===== config.mk =====
export PLATFORM = sky130hd
export DESIGN_NAME = hazard_ctrl_flat
export DESIGN_NICKNAME = d
export VERILOG_FILES = /design/src/rtl/core_pkg.sv /design/src/rtl/hazard_ctrl_if.sv /design/src/rtl/hazard_ctrl_perf.sv /design/src/rtl/hazard_ctrl.sv /design/src/flat_wrapper.sv
export SDC_FILE = /design/constraint.sdc
export NUM_CORES = 1
export LEC_CHECK = 0
export BUFFER_PORTS_ARGS = -buffer_cell sky130_fd_sc_hd__buf_2
export CAP_MARGIN = 40
export CORE_MARGIN = 2
export CORE_UTILIZATION = 35
export DETAILED_ROUTE_END_ITERATION = 10
export PLACE_DENSITY = 0.65
export SLEW_MARGIN = 20
export SYNTH_ARGS = -nofsm -noshare
export SYNTH_HDL_FRONTEND = slang
export SYNTH_SLANG_ARGS = --single-unit

===== constraint.sdc =====
create_clock -name clk -period 2.8 [get_ports clk]
set_clock_uncertainty 0.05 [all_clocks]
set_input_delay 0.7 -clock clk [delete_from_list [all_inputs] [get_ports clk]]
set_output_delay 0.7 -clock clk [all_outputs]
set_load 0.01 [all_outputs]

===== src/rtl/core_pkg.sv =====
// -----------------------------------------------------------------------------
// core_pkg
// Shared definitions for the pipeline control path: hazard FSM state encoding,
// flush-vector bit positions, the NOP control word that pipeline registers load
// on a bubble or flush, and the load-use hazard compare.
// No ports (package).
// -----------------------------------------------------------------------------
package core_pkg;

    typedef enum logic [1:0] {
        ST_RUN      = 2'd0,
        ST_MEM_WAIT = 2'd1,
        ST_ERROR    = 2'd2
    } hz_state_t;

    // Bit positions inside flush_o
    localparam int unsigned FLUSH_Q1Q2 = 0;
    localparam int unsigned FLUSH_Q2Q3 = 1;
    localparam int unsigned FLUSH_Q3Q4 = 2;
    localparam logic [2:0]  FLUSH_ALL  = 3'b111;

    // Control word carried by the pipeline registers; all-zero is a NOP
    typedef struct packed {
        logic       reg_we;
        logic       mem_ren;
        logic       mem_wen;
        logic       branch;
        logic [3:0] alu_op;
    } ctrl_t;

    localparam ctrl_t CTRL_NOP = '0;

    // A load in execute whose destination is read by the decode instruction.
    // x0 is never a real dependency.
    function automatic logic load_use_hit(
        input logic       mem_ren,
        input logic [4:0] rd,
        input logic       uses_rs1,
        input logic [4:0] rs1,
        input logic       uses_rs2,
        input logic [4:0] rs2
    );
        return mem_ren && (rd != 5'd0) &&
               ((uses_rs1 && (rs1 == rd)) || (uses_rs2 && (rs2 == rd)));
    endfunction

endpackage


===== src/rtl/hazard_ctrl_if.sv =====
// -----------------------------------------------------------------------------
// hazard_ctrl_if
// Bundles the hazard controller's pipeline-side signals.
//   master : pipeline side, drives register numbers / status, reads controls
//   slave  : hazard_ctrl side
// Optional perf counter outputs exist only with HAZARD_CTRL_PERF_EN defined.
// -----------------------------------------------------------------------------
interface hazard_ctrl_if;
    logic [4:0] rs1_q2;
    logic [4:0] rs2_q2;
    logic       uses_rs1_q2;
    logic       uses_rs2_q2;
    logic [4:0] rd_q3;
    logic       mem_ren_q3;
    logic       branch_taken_q4;
    logic       dmem_busy_i;
    logic       pc_hold_o;
    logic       q1q2_hold_o;
    logic       q2q3_bubble_o;
    logic [2:0] flush_o;
    logic       freeze_o;
    logic       err_o;
`ifdef HAZARD_CTRL_PERF_EN
    logic [31:0] stall_cnt_o;
    logic [31:0] flush_cnt_o;
`endif

    modport master (
        output rs1_q2, rs2_q2, uses_rs1_q2, uses_rs2_q2, rd_q3, mem_ren_q3,
               branch_taken_q4, dmem_busy_i,
`ifdef HAZARD_CTRL_PERF_EN
        input  stall_cnt_o, flush_cnt_o,
`endif
        input  pc_hold_o, q1q2_hold_o, q2q3_bubble_o, flush_o, freeze_o, err_o
    );

    modport slave (
        input  rs1_q2, rs2_q2, uses_rs1_q2, uses_rs2_q2, rd_q3, mem_ren_q3,
               branch_taken_q4, dmem_busy_i,
`ifdef HAZARD_CTRL_PERF_EN
        output stall_cnt_o, flush_cnt_o,
`endif
        output pc_hold_o, q1q2_hold_o, q2q3_bubble_o, flush_o, freeze_o, err_o
    );
endinterface


===== src/rtl/hazard_ctrl_perf.sv =====
// -----------------------------------------------------------------------------
// hazard_perf
// Free-running event counters for the hazard controller (only built with
// HAZARD_CTRL_PERF_EN). Both wrap at 2^32.
//   clk, rst_n  : clock, async active-low reset
//   stall_evt   : this cycle the front end is held (stall or freeze)
//   flush_evt   : this cycle at least one pipeline register is flushed
//   stall_cnt   : number of stall cycles
//   flush_cnt   : number of flush cycles
// -----------------------------------------------------------------------------
module hazard_perf (
    input  logic        clk,
    input  logic        rst_n,
    input  logic        stall_evt,
    input  logic        flush_evt,
    output logic [31:0] stall_cnt,
    output logic [31:0] flush_cnt
);
    always_ff @(posedge clk or negedge rst_n) begin
        if (!rst_n) begin
            stall_cnt <= '0;
            flush_cnt <= '0;
        end else begin
            if (stall_evt) stall_cnt <= stall_cnt + 32'd1;
            if (flush_evt) flush_cnt <= flush_cnt + 32'd1;
        end
    end
endmodule


===== src/rtl/hazard_ctrl.sv =====
// -----------------------------------------------------------------------------
// hazard_ctrl
// Pipeline hazard controller: memory-wait freeze with timeout error, taken-
// branch flush and one-cycle load-use stall. Priority is
// freeze > branch flush > load-use stall. All outputs are combinational from
// the FSM state and the live inputs.
//   MEM_TIMEOUT : consecutive MEM_WAIT busy cycles tolerated before ERROR
//   clk, rst_n  : clock, async active-low reset
//   hz (slave)  : register numbers, load/branch/busy status in;
//                 pc_hold_o, q1q2_hold_o, q2q3_bubble_o, flush_o[2:0],
//                 freeze_o, err_o out
// Build option: define HAZARD_CTRL_PERF_EN to add stall_cnt_o / flush_cnt_o
// (hazard_perf sub-module).
// -----------------------------------------------------------------------------
module hazard_ctrl
    import core_pkg::*;
#(
    parameter int unsigned MEM_TIMEOUT = 255
) (
    input  logic          clk,
    input  logic          rst_n,
    hazard_ctrl_if.slave  hz
);

    hz_state_t   state, state_nxt;
    logic [15:0] wait_cnt, wait_cnt_nxt;

    logic       frozen;
    logic       pc_hold;
    logic       q1q2_hold;
    logic       q2q3_bubble;
    logic [2:0] flush;

    always_ff @(posedge clk or negedge rst_n) begin
        if (!rst_n) begin
            state    <= ST_RUN;
            wait_cnt <= '0;
        end else begin
            state    <= state_nxt;
            wait_cnt <= wait_cnt_nxt;
        end
    end

    always_comb begin
        state_nxt    = state;
        wait_cnt_nxt = wait_cnt;
        frozen       = 1'b0;
        pc_hold      = 1'b0;
        q1q2_hold    = 1'b0;
        q2q3_bubble  = 1'b0;
        flush        = 3'b000;

        case (state)
            ST_RUN: begin
                wait_cnt_nxt = '0;
                if (hz.dmem_busy_i) state_nxt = ST_MEM_WAIT;
            end
            ST_MEM_WAIT: begin
                if (wait_cnt != 16'hFFFF) wait_cnt_nxt = wait_cnt + 16'd1;
                // wait_cnt+1 is the number of MEM_WAIT cycles including this one
                if (!hz.dmem_busy_i)
                    state_nxt = ST_RUN;
                else if (({1'b0, wait_cnt} + 17'd1) >= 17'(MEM_TIMEOUT))
                    state_nxt = ST_ERROR;
            end
            ST_ERROR: begin
                state_nxt = ST_ERROR;
            end
            default: begin
                state_nxt    = ST_RUN;
                wait_cnt_nxt = '0;
            end
        endcase

        frozen = hz.dmem_busy_i || (state == ST_ERROR);

        // A branch seen while frozen is not stored: the held q4 register keeps
        // branch_taken_q4 asserted, so the flush happens on the first free cycle.
        if (!frozen) begin
            if (hz.branch_taken_q4) begin
                flush[FLUSH_Q1Q2] = 1'b1;
                flush[FLUSH_Q2Q3] = 1'b1;
                flush[FLUSH_Q3Q4] = 1'b1;
            end else if (load_use_hit(hz.mem_ren_q3, hz.rd_q3,
                                      hz.uses_rs1_q2, hz.rs1_q2,
                                      hz.uses_rs2_q2, hz.rs2_q2)) begin
                pc_hold     = 1'b1;
                q1q2_hold   = 1'b1;
                q2q3_bubble = 1'b1;
            end
        end
    end

    assign hz.pc_hold_o     = pc_hold;
    assign hz.q1q2_hold_o   = q1q2_hold;
    assign hz.q2q3_bubble_o = q2q3_bubble;
    assign hz.flush_o       = flush;
    assign hz.freeze_o      = frozen;
    assign hz.err_o         = (state == ST_ERROR);

`ifdef HAZARD_CTRL_PERF_EN
    logic [31:0] stall_cnt;
    logic [31:0] flush_cnt;

    hazard_perf u_perf (
        .clk       (clk),
        .rst_n     (rst_n),
        .stall_evt (pc_hold || frozen),
        .flush_evt (flush != 3'b000),
        .stall_cnt (stall_cnt),
        .flush_cnt (flush_cnt)
    );

    assign hz.stall_cnt_o = stall_cnt;
    assign hz.flush_cnt_o = flush_cnt;
`endif

endmodule


===== src/flat_wrapper.sv =====
// flat-port wrapper written by rule: the top's interface ports become plain ports
module hazard_ctrl_flat import core_pkg::*;
#(
    parameter int unsigned MEM_TIMEOUT = 255
)
  (clk, rst_n, hz_rs1_q2, hz_rs2_q2, hz_uses_rs1_q2, hz_uses_rs2_q2, hz_rd_q3, hz_mem_ren_q3, hz_branch_taken_q4, hz_dmem_busy_i, hz_pc_hold_o, hz_q1q2_hold_o, hz_q2q3_bubble_o, hz_flush_o, hz_freeze_o, hz_err_o);
  hazard_ctrl_if hz_i ();
  input  logic clk;
  input  logic rst_n;
  input wire logic [$bits(hz_i.rs1_q2)-1:0] hz_rs1_q2;
  input wire logic [$bits(hz_i.rs2_q2)-1:0] hz_rs2_q2;
  input wire logic [$bits(hz_i.uses_rs1_q2)-1:0] hz_uses_rs1_q2;
  input wire logic [$bits(hz_i.uses_rs2_q2)-1:0] hz_uses_rs2_q2;
  input wire logic [$bits(hz_i.rd_q3)-1:0] hz_rd_q3;
  input wire logic [$bits(hz_i.mem_ren_q3)-1:0] hz_mem_ren_q3;
  input wire logic [$bits(hz_i.branch_taken_q4)-1:0] hz_branch_taken_q4;
  input wire logic [$bits(hz_i.dmem_busy_i)-1:0] hz_dmem_busy_i;
  output wire logic [$bits(hz_i.pc_hold_o)-1:0] hz_pc_hold_o;
  output wire logic [$bits(hz_i.q1q2_hold_o)-1:0] hz_q1q2_hold_o;
  output wire logic [$bits(hz_i.q2q3_bubble_o)-1:0] hz_q2q3_bubble_o;
  output wire logic [$bits(hz_i.flush_o)-1:0] hz_flush_o;
  output wire logic [$bits(hz_i.freeze_o)-1:0] hz_freeze_o;
  output wire logic [$bits(hz_i.err_o)-1:0] hz_err_o;
  assign hz_i.rs1_q2 = hz_rs1_q2;
  assign hz_i.rs2_q2 = hz_rs2_q2;
  assign hz_i.uses_rs1_q2 = hz_uses_rs1_q2;
  assign hz_i.uses_rs2_q2 = hz_uses_rs2_q2;
  assign hz_i.rd_q3 = hz_rd_q3;
  assign hz_i.mem_ren_q3 = hz_mem_ren_q3;
  assign hz_i.branch_taken_q4 = hz_branch_taken_q4;
  assign hz_i.dmem_busy_i = hz_dmem_busy_i;
  assign hz_pc_hold_o = hz_i.pc_hold_o;
  assign hz_q1q2_hold_o = hz_i.q1q2_hold_o;
  assign hz_q2q3_bubble_o = hz_i.q2q3_bubble_o;
  assign hz_flush_o = hz_i.flush_o;
  assign hz_freeze_o = hz_i.freeze_o;
  assign hz_err_o = hz_i.err_o;
  hazard_ctrl #(.MEM_TIMEOUT(MEM_TIMEOUT)) u_core (.clk(clk), .rst_n(rst_n), .hz(hz_i));
endmodule

==> metrics, run 1 <==
Die X-Extent=66.3 um; slew margin rel.=62.7%; kind of critical path=primary input to output port; Pwr Density=539 mW/mm^2; flops & latches, synth=18; Critical Path RT=2.05 ns; Post-synth ARST share=100%; final hold vios=0; Max clock buf depth=2; RSZ-0062 raised after global routing=false; CP arrival=1.76 ns; CTS tree=yes; Synth Area per Inst=8.49 sq um; number of synthesized flops with an enable pin=0; element type at the critical path end=output port; Syn. warnings=0; DR iter-0 viols=25; Std-Cell Rows=22; Clk Latency, worst-skew pair=0.26 ns; Final Instance Count excl. Fillers=232; crit-path max cell delay=0.53 ns; largest net degree at the start of global routing=19; hpwl dp=2.26 mm; CTS resizes=0; FMAX=398 MHz; core area=0.00369 sq mm; Ant. Diodes=0; Initial Utilization=36.8%; initial antenna violation count=0; most frequent cells in the layout=buf_2, dfrtp_1, o21ai_1; Hold Buf Count CTS=0; max-cap violations=0; clock buffer count from CTS=3; dpl ws=0.278 ns; FF/Latch Area=450 sq um; Seq/Total Area, Yosys=33.1%; Tightest Pin Transition=0.554 ns; Max rail drop VDD=0.000474 V; Die Ht=66.3 um; post-layout minimum cycle time=2.51 ns; critical path peak fanout=3; Tot GR Track Use=14.7%; via count=1274; multi-input logic area=815 sq um; # fillers=376; # setup viols final=0; Unique masters post-synth=40; Overflow after GRT=0; placed cells=229; first-pass GRT wire length=5.04 mm; num ports=30; H-tree Lvls=1; drt wl/cell=13.0 um; post-CTS setup repair buffer count=0; P&R area growth vs syn=14.5%; clk root buf=clkbuf_8; GPL Wtd Cong=0.722; Hold Path Class=primary input to async pin; cells after synthesis=160; Slew Limit Fails=0; DRT Wirelength=3.01 mm; Routed Antenna Nets=0; Setup crit start kind=primary input; setup TNS=0 ns; fin nets=210; Clk pin slew, worst setup/hold paths=0.07 ns; Final WS setup=0.289 ns; PortBufs=29; DR pass1 iterations=4; leading cell type in the layout, fill and taps excluded=buf_2; vias in the first global route=1171; die area=0.00440 sq mm; slowest stage cell on the critical path=or4_1; clock sink total=18; Crit path top cell by count=buf_2; CP Cell Sequence=buf_2 > or4_1 > o2111ai_1 > a21oi_1 > buf_2; syn nets=184; outcome=finished, final reports clean; DRC=0; Netlist Area Pre-Place=0.00136 sq mm; WHS=0.313 ns; Final Cycle Share=89.7%; layout cells sized above 1=22.3%; Via density=5.49; Top FF cell, synth=dfrtp_1; Leak=0.659 nW
worst max-delay path: cells and delay by family:
kind,cells,cell delay [ns]
AOI/OAI and AO/OA,2,0.27
buffers and inverters,2,0.26
and+or+nand+nor,1,0.53
per-layer routing:
metal  global-route usage (%)  vias to the layer above  routed length (um)
met2                     23.5                       47                1280
met1                     18.6                      587                1430
li1                         -                      633                   -
met4                     5.10                        0                  44
met5                        0                        -                   0
met3                     4.77                        7                 248
registers in the layout (all words and copies together) (netlist names):
register         cells
u_core.wait_cnt     16
u_core.state         2
path summary, 6_finish.rpt:
check | from | endpoint | slack, ns | depth (start not counted)
setup / recovery | hz_rd_q3[0] | hz_q1q2_hold_o | 0.29 | 5
hold / removal | rst_n | u_core.wait_cnt[2] | 0.31 | 1
setup reg to reg | u_core.wait_cnt[0] | u_core.wait_cnt[7] | 0.46 | 6
hold reg to reg | u_core.wait_cnt[7] | u_core.wait_cnt[7] | 0.48 | 1
max in group asynchronous | rst_n | u_core.wait_cnt[13] | 2.10 | 1
min in group clk | u_core.wait_cnt[7] | u_core.wait_cnt[7] | 0.48 | 1
power breakdown:
| group | internal, mW | total [mW] | switching, mW |
|---|---|---|---|
| logic | 0.138 | 0.335 | 0.197 |
| registers | 0.286 | 0.319 | 0.0329 |
| clock network | 0.0958 | 0.184 | 0.0886 |
| total | 0.520 | 0.839 | 0.319 |
kinds of logic (layout without fill, tap and decap cells):
family	count (synthesis)	in the layout	share of synthesized area, %
AOI/OAI and AO/OA	44	44	21.2
and+or+nand+nor	62	62	25.2
buffers and inverters	16	40	6.91
muxes	1	1	0.737
adders and majority gates	2	2	1.84
xor gates and xnor gates	17	17	11.0
DFF	18	18	33.1
metrics by stage:
step	power (mW)	instance area, sq um	util, %
after floorplan	0.568	1360	-
after global placement	0.655	1520	41.1
after detailed placement	0.661	1520	41.1
after CTS	0.846	1560	42.2
after global routing	0.903	1560	42.2
final	0.839	1560	42.2
final cells by class:
type / count / area share [%]
Clock buffer: 3 / 2.65
Inverter: 4 / 0.965
Timing Repair Buffer: 33 / 11.3
Tap cell: 48 / 3.86
Multi-Input combinational cell: 126 / 52.3
Sequential cell: 18 / 28.9
cell usage after synthesis, drive strengths merged (5+ instances only):
| cell type | instances | area, sq um |
|---|---|---|
| nand3 | 12 | 60.1 |
| o21ai | 21 | 105 |
| xor2 | 9 | 78.8 |
| xnor2 | 8 | 70.1 |
| nand2 | 10 | 37.5 |
| buf | 9 | 66.3 |
| nand4 | 5 | 43.8 |
| a21oi | 7 | 35.0 |
| nor2b | 6 | 37.5 |
| nor2 | 9 | 33.8 |
| dfrtp | 18 | 450 |
| o31ai | 6 | 45.0 |
| nor3 | 5 | 25.0 |
Power figures use the tool's default switching activity.
==> run 2: changes to the inputs <==
--- a/config.mk
+++ b/config.mk
@@ -9,3 +9,2 @@
 export CAP_MARGIN = 40
-export CORE_MARGIN = 2
 export CORE_UTILIZATION = 35
==> constraint.sdc (replaced) <==
create_clock -name clk -period 2.8 [get_ports clk]
set_clock_uncertainty 0.05 [all_clocks]
set_input_delay 0 -clock clk [delete_from_list [all_inputs] [get_ports clk]]
set_output_delay 0 -clock clk [all_outputs]
set_load 0.01 [all_outputs]
==> metrics, run 2 (synthesized netlist as in run 1, its figures left out) <==
outcome=finished, final reports clean; clock sink total=18; largest reg by FF count=u_core.wait_cnt; top sig layer=met4; DRT Wirelength=2.91 mm; # fillers=371; kind of critical path=register to register; Ant. Diodes=0; initial antenna violation count=0; M1 WL=1.47 mm; element type at the critical path end=register; hpwl dp=2.15 mm; CP arrival=2.53 ns; leading cell type in the layout, fill and taps excluded=buf_2; slew margin rel.=60.5%; max-cap violations=0; reg2reg end=u_core.wait_cnt[7]; met3 routed WL=172 um; most frequent cells in the layout=buf_2, dfrtp_1, o21ai_1; Setup crit start kind=register; Critical Path RT=2.90 ns; critical path peak fanout=12; Max rail drop VDD=0.000341 V; Pwr Density=550 mW/mm^2; # setup viols final=0; reg2reg setup slack=0.37 ns; Routed Antenna Nets=0; DR pass1 iterations=4; FMAX=412 MHz; largest net degree at the start of global routing=19; DR WL met2=1.23 mm; Max clock buf depth=2; fin nets=210; die area=0.00414 sq mm; Final Cycle Share=86.8%; Clk pin slew, worst setup/hold paths=0.07 ns; Final WS setup=0.370 ns; Tot GR Track Use=16.0%; vias in the first global route=1173; clock buffer count from CTS=3; RSZ-0062 raised after global routing=false; Leak=0.666 nW; CP Cell Sequence=ha_1 > nand3_1 > or4_1 > o21bai_4 > o21ai_1 > o41ai_1; Die X-Extent=64.3 um; Slew Limit Fails=0; drt wl/cell=12.5 um; core area=0.00369 sq mm; P&R area growth vs syn=15.7%; final hold vios=0; worst hold start=hz_dmem_busy_i; R2R Path Start=u_core.wait_cnt[0]; setup TNS=0 ns; Overflow after GRT=0; Initial Utilization=36.8%; Std-Cell Rows=22; PortBufs=29; dpl ws=0.399 ns; crit path launch=u_core.wait_cnt[0]; clk root buf=clkbuf_8; via count=1236; CTS resizes=0; Via density=5.30; Hold Path Class=primary input to register; layout cells sized above 1=22.2%; Regs by FF count=u_core.wait_cnt: 16 flops, u_core.state: 2 flops; Hold Path Stages=3; DRC=0; Tightest Pin Transition=0.587 ns; first-pass GRT wire length=5.21 mm; slowest stage cell on the critical path=or4_1; hold path endpoint=u_core.state[1]; DR iter-0 viols=21; CTS tree=yes; post-CTS setup repair buffer count=0; Die Ht=64.3 um; crit-path max cell delay=0.75 ns; Hold Buf Count CTS=1; post-layout minimum cycle time=2.43 ns; Clk Latency, worst-skew pair=0.25 ns; H-tree Lvls=1; number of flip-flops in the largest register=16; num ports=30; R2R cell count=6; GPL Wtd Cong=0.870
==> run 2: cell types whose count changed in the layout (fill, tap and decap cells not counted), sizes merged <==
cell,before,now
dlygate4sd3,0,1
buf,33,32
clkbuf,3,4
==> run 2: cell type report <==
class | count | area [sq um] | area share, %
Clock buffer | 4 | 55.1 | 3.50
Inverter | 4 | 15.0 | 0.955
Multi-Input combinational cell | 126 | 815 | 51.8
Sequential cell | 18 | 450 | 28.6
Tap cell | 48 | 60.1 | 3.82
Timing Repair Buffer | 33 | 178 | 11.3
==> run 2: power breakdown <==
part,internal [mW],switching [mW],leakage [nW]
Combinational,0.139,0.195,0.390
Clock,0.125,0.0882,0.0288
Sequential,0.286,0.0327,0.248
==> run 2: metal layers <==
metal  up-vias  GRT usage (%)
met2        45           25.8
li1        631              -
met1       556           21.5
met3         4           1.61
met4         0           6.94
met5         -              0
==> run 2: worst max-delay path: cells and delay by family (launching register included) <==
kind / cells / cell delay, ns
flip-flops: 1 / 0.46
adder cells (fa/ha/maj): 1 / 0.28
AO/OA/AOI/OAI: 3 / 0.56
AND/OR/NAND/NOR: 2 / 0.98
==> run 2: how the worst max path moves through the flow <==
| stage | cells after the start | end | slack (ns) |
|---|---|---|---|
| floorplan | 8 | u_core.wait_cnt[7] | 0.70 |
| global placement | 6 | u_core.wait_cnt[7] | 0.47 |
| detailed placement | 6 | u_core.wait_cnt[9] | 0.40 |
| CTS | 6 | u_core.wait_cnt[7] | 0.38 |
| global route | 6 | u_core.wait_cnt[11] | 0.19 |
| finish | 6 | u_core.wait_cnt[7] | 0.37 |
==> run 2: through the flow <==
stage	instance area (sq um)	hold WS (ns)	util, %	cells	total power [mW]
after CTS	1570	0.0110	42.6	233	0.877
after detailed placement	1510	-0.0923	40.9	228	0.658
after global placement	1510	-0.0970	40.9	228	0.658
after floorplan	1360	-0.346	-	160	0.568
after global routing	1570	0.0459	42.6	233	0.934
final	1570	0.0192	42.6	233	0.865
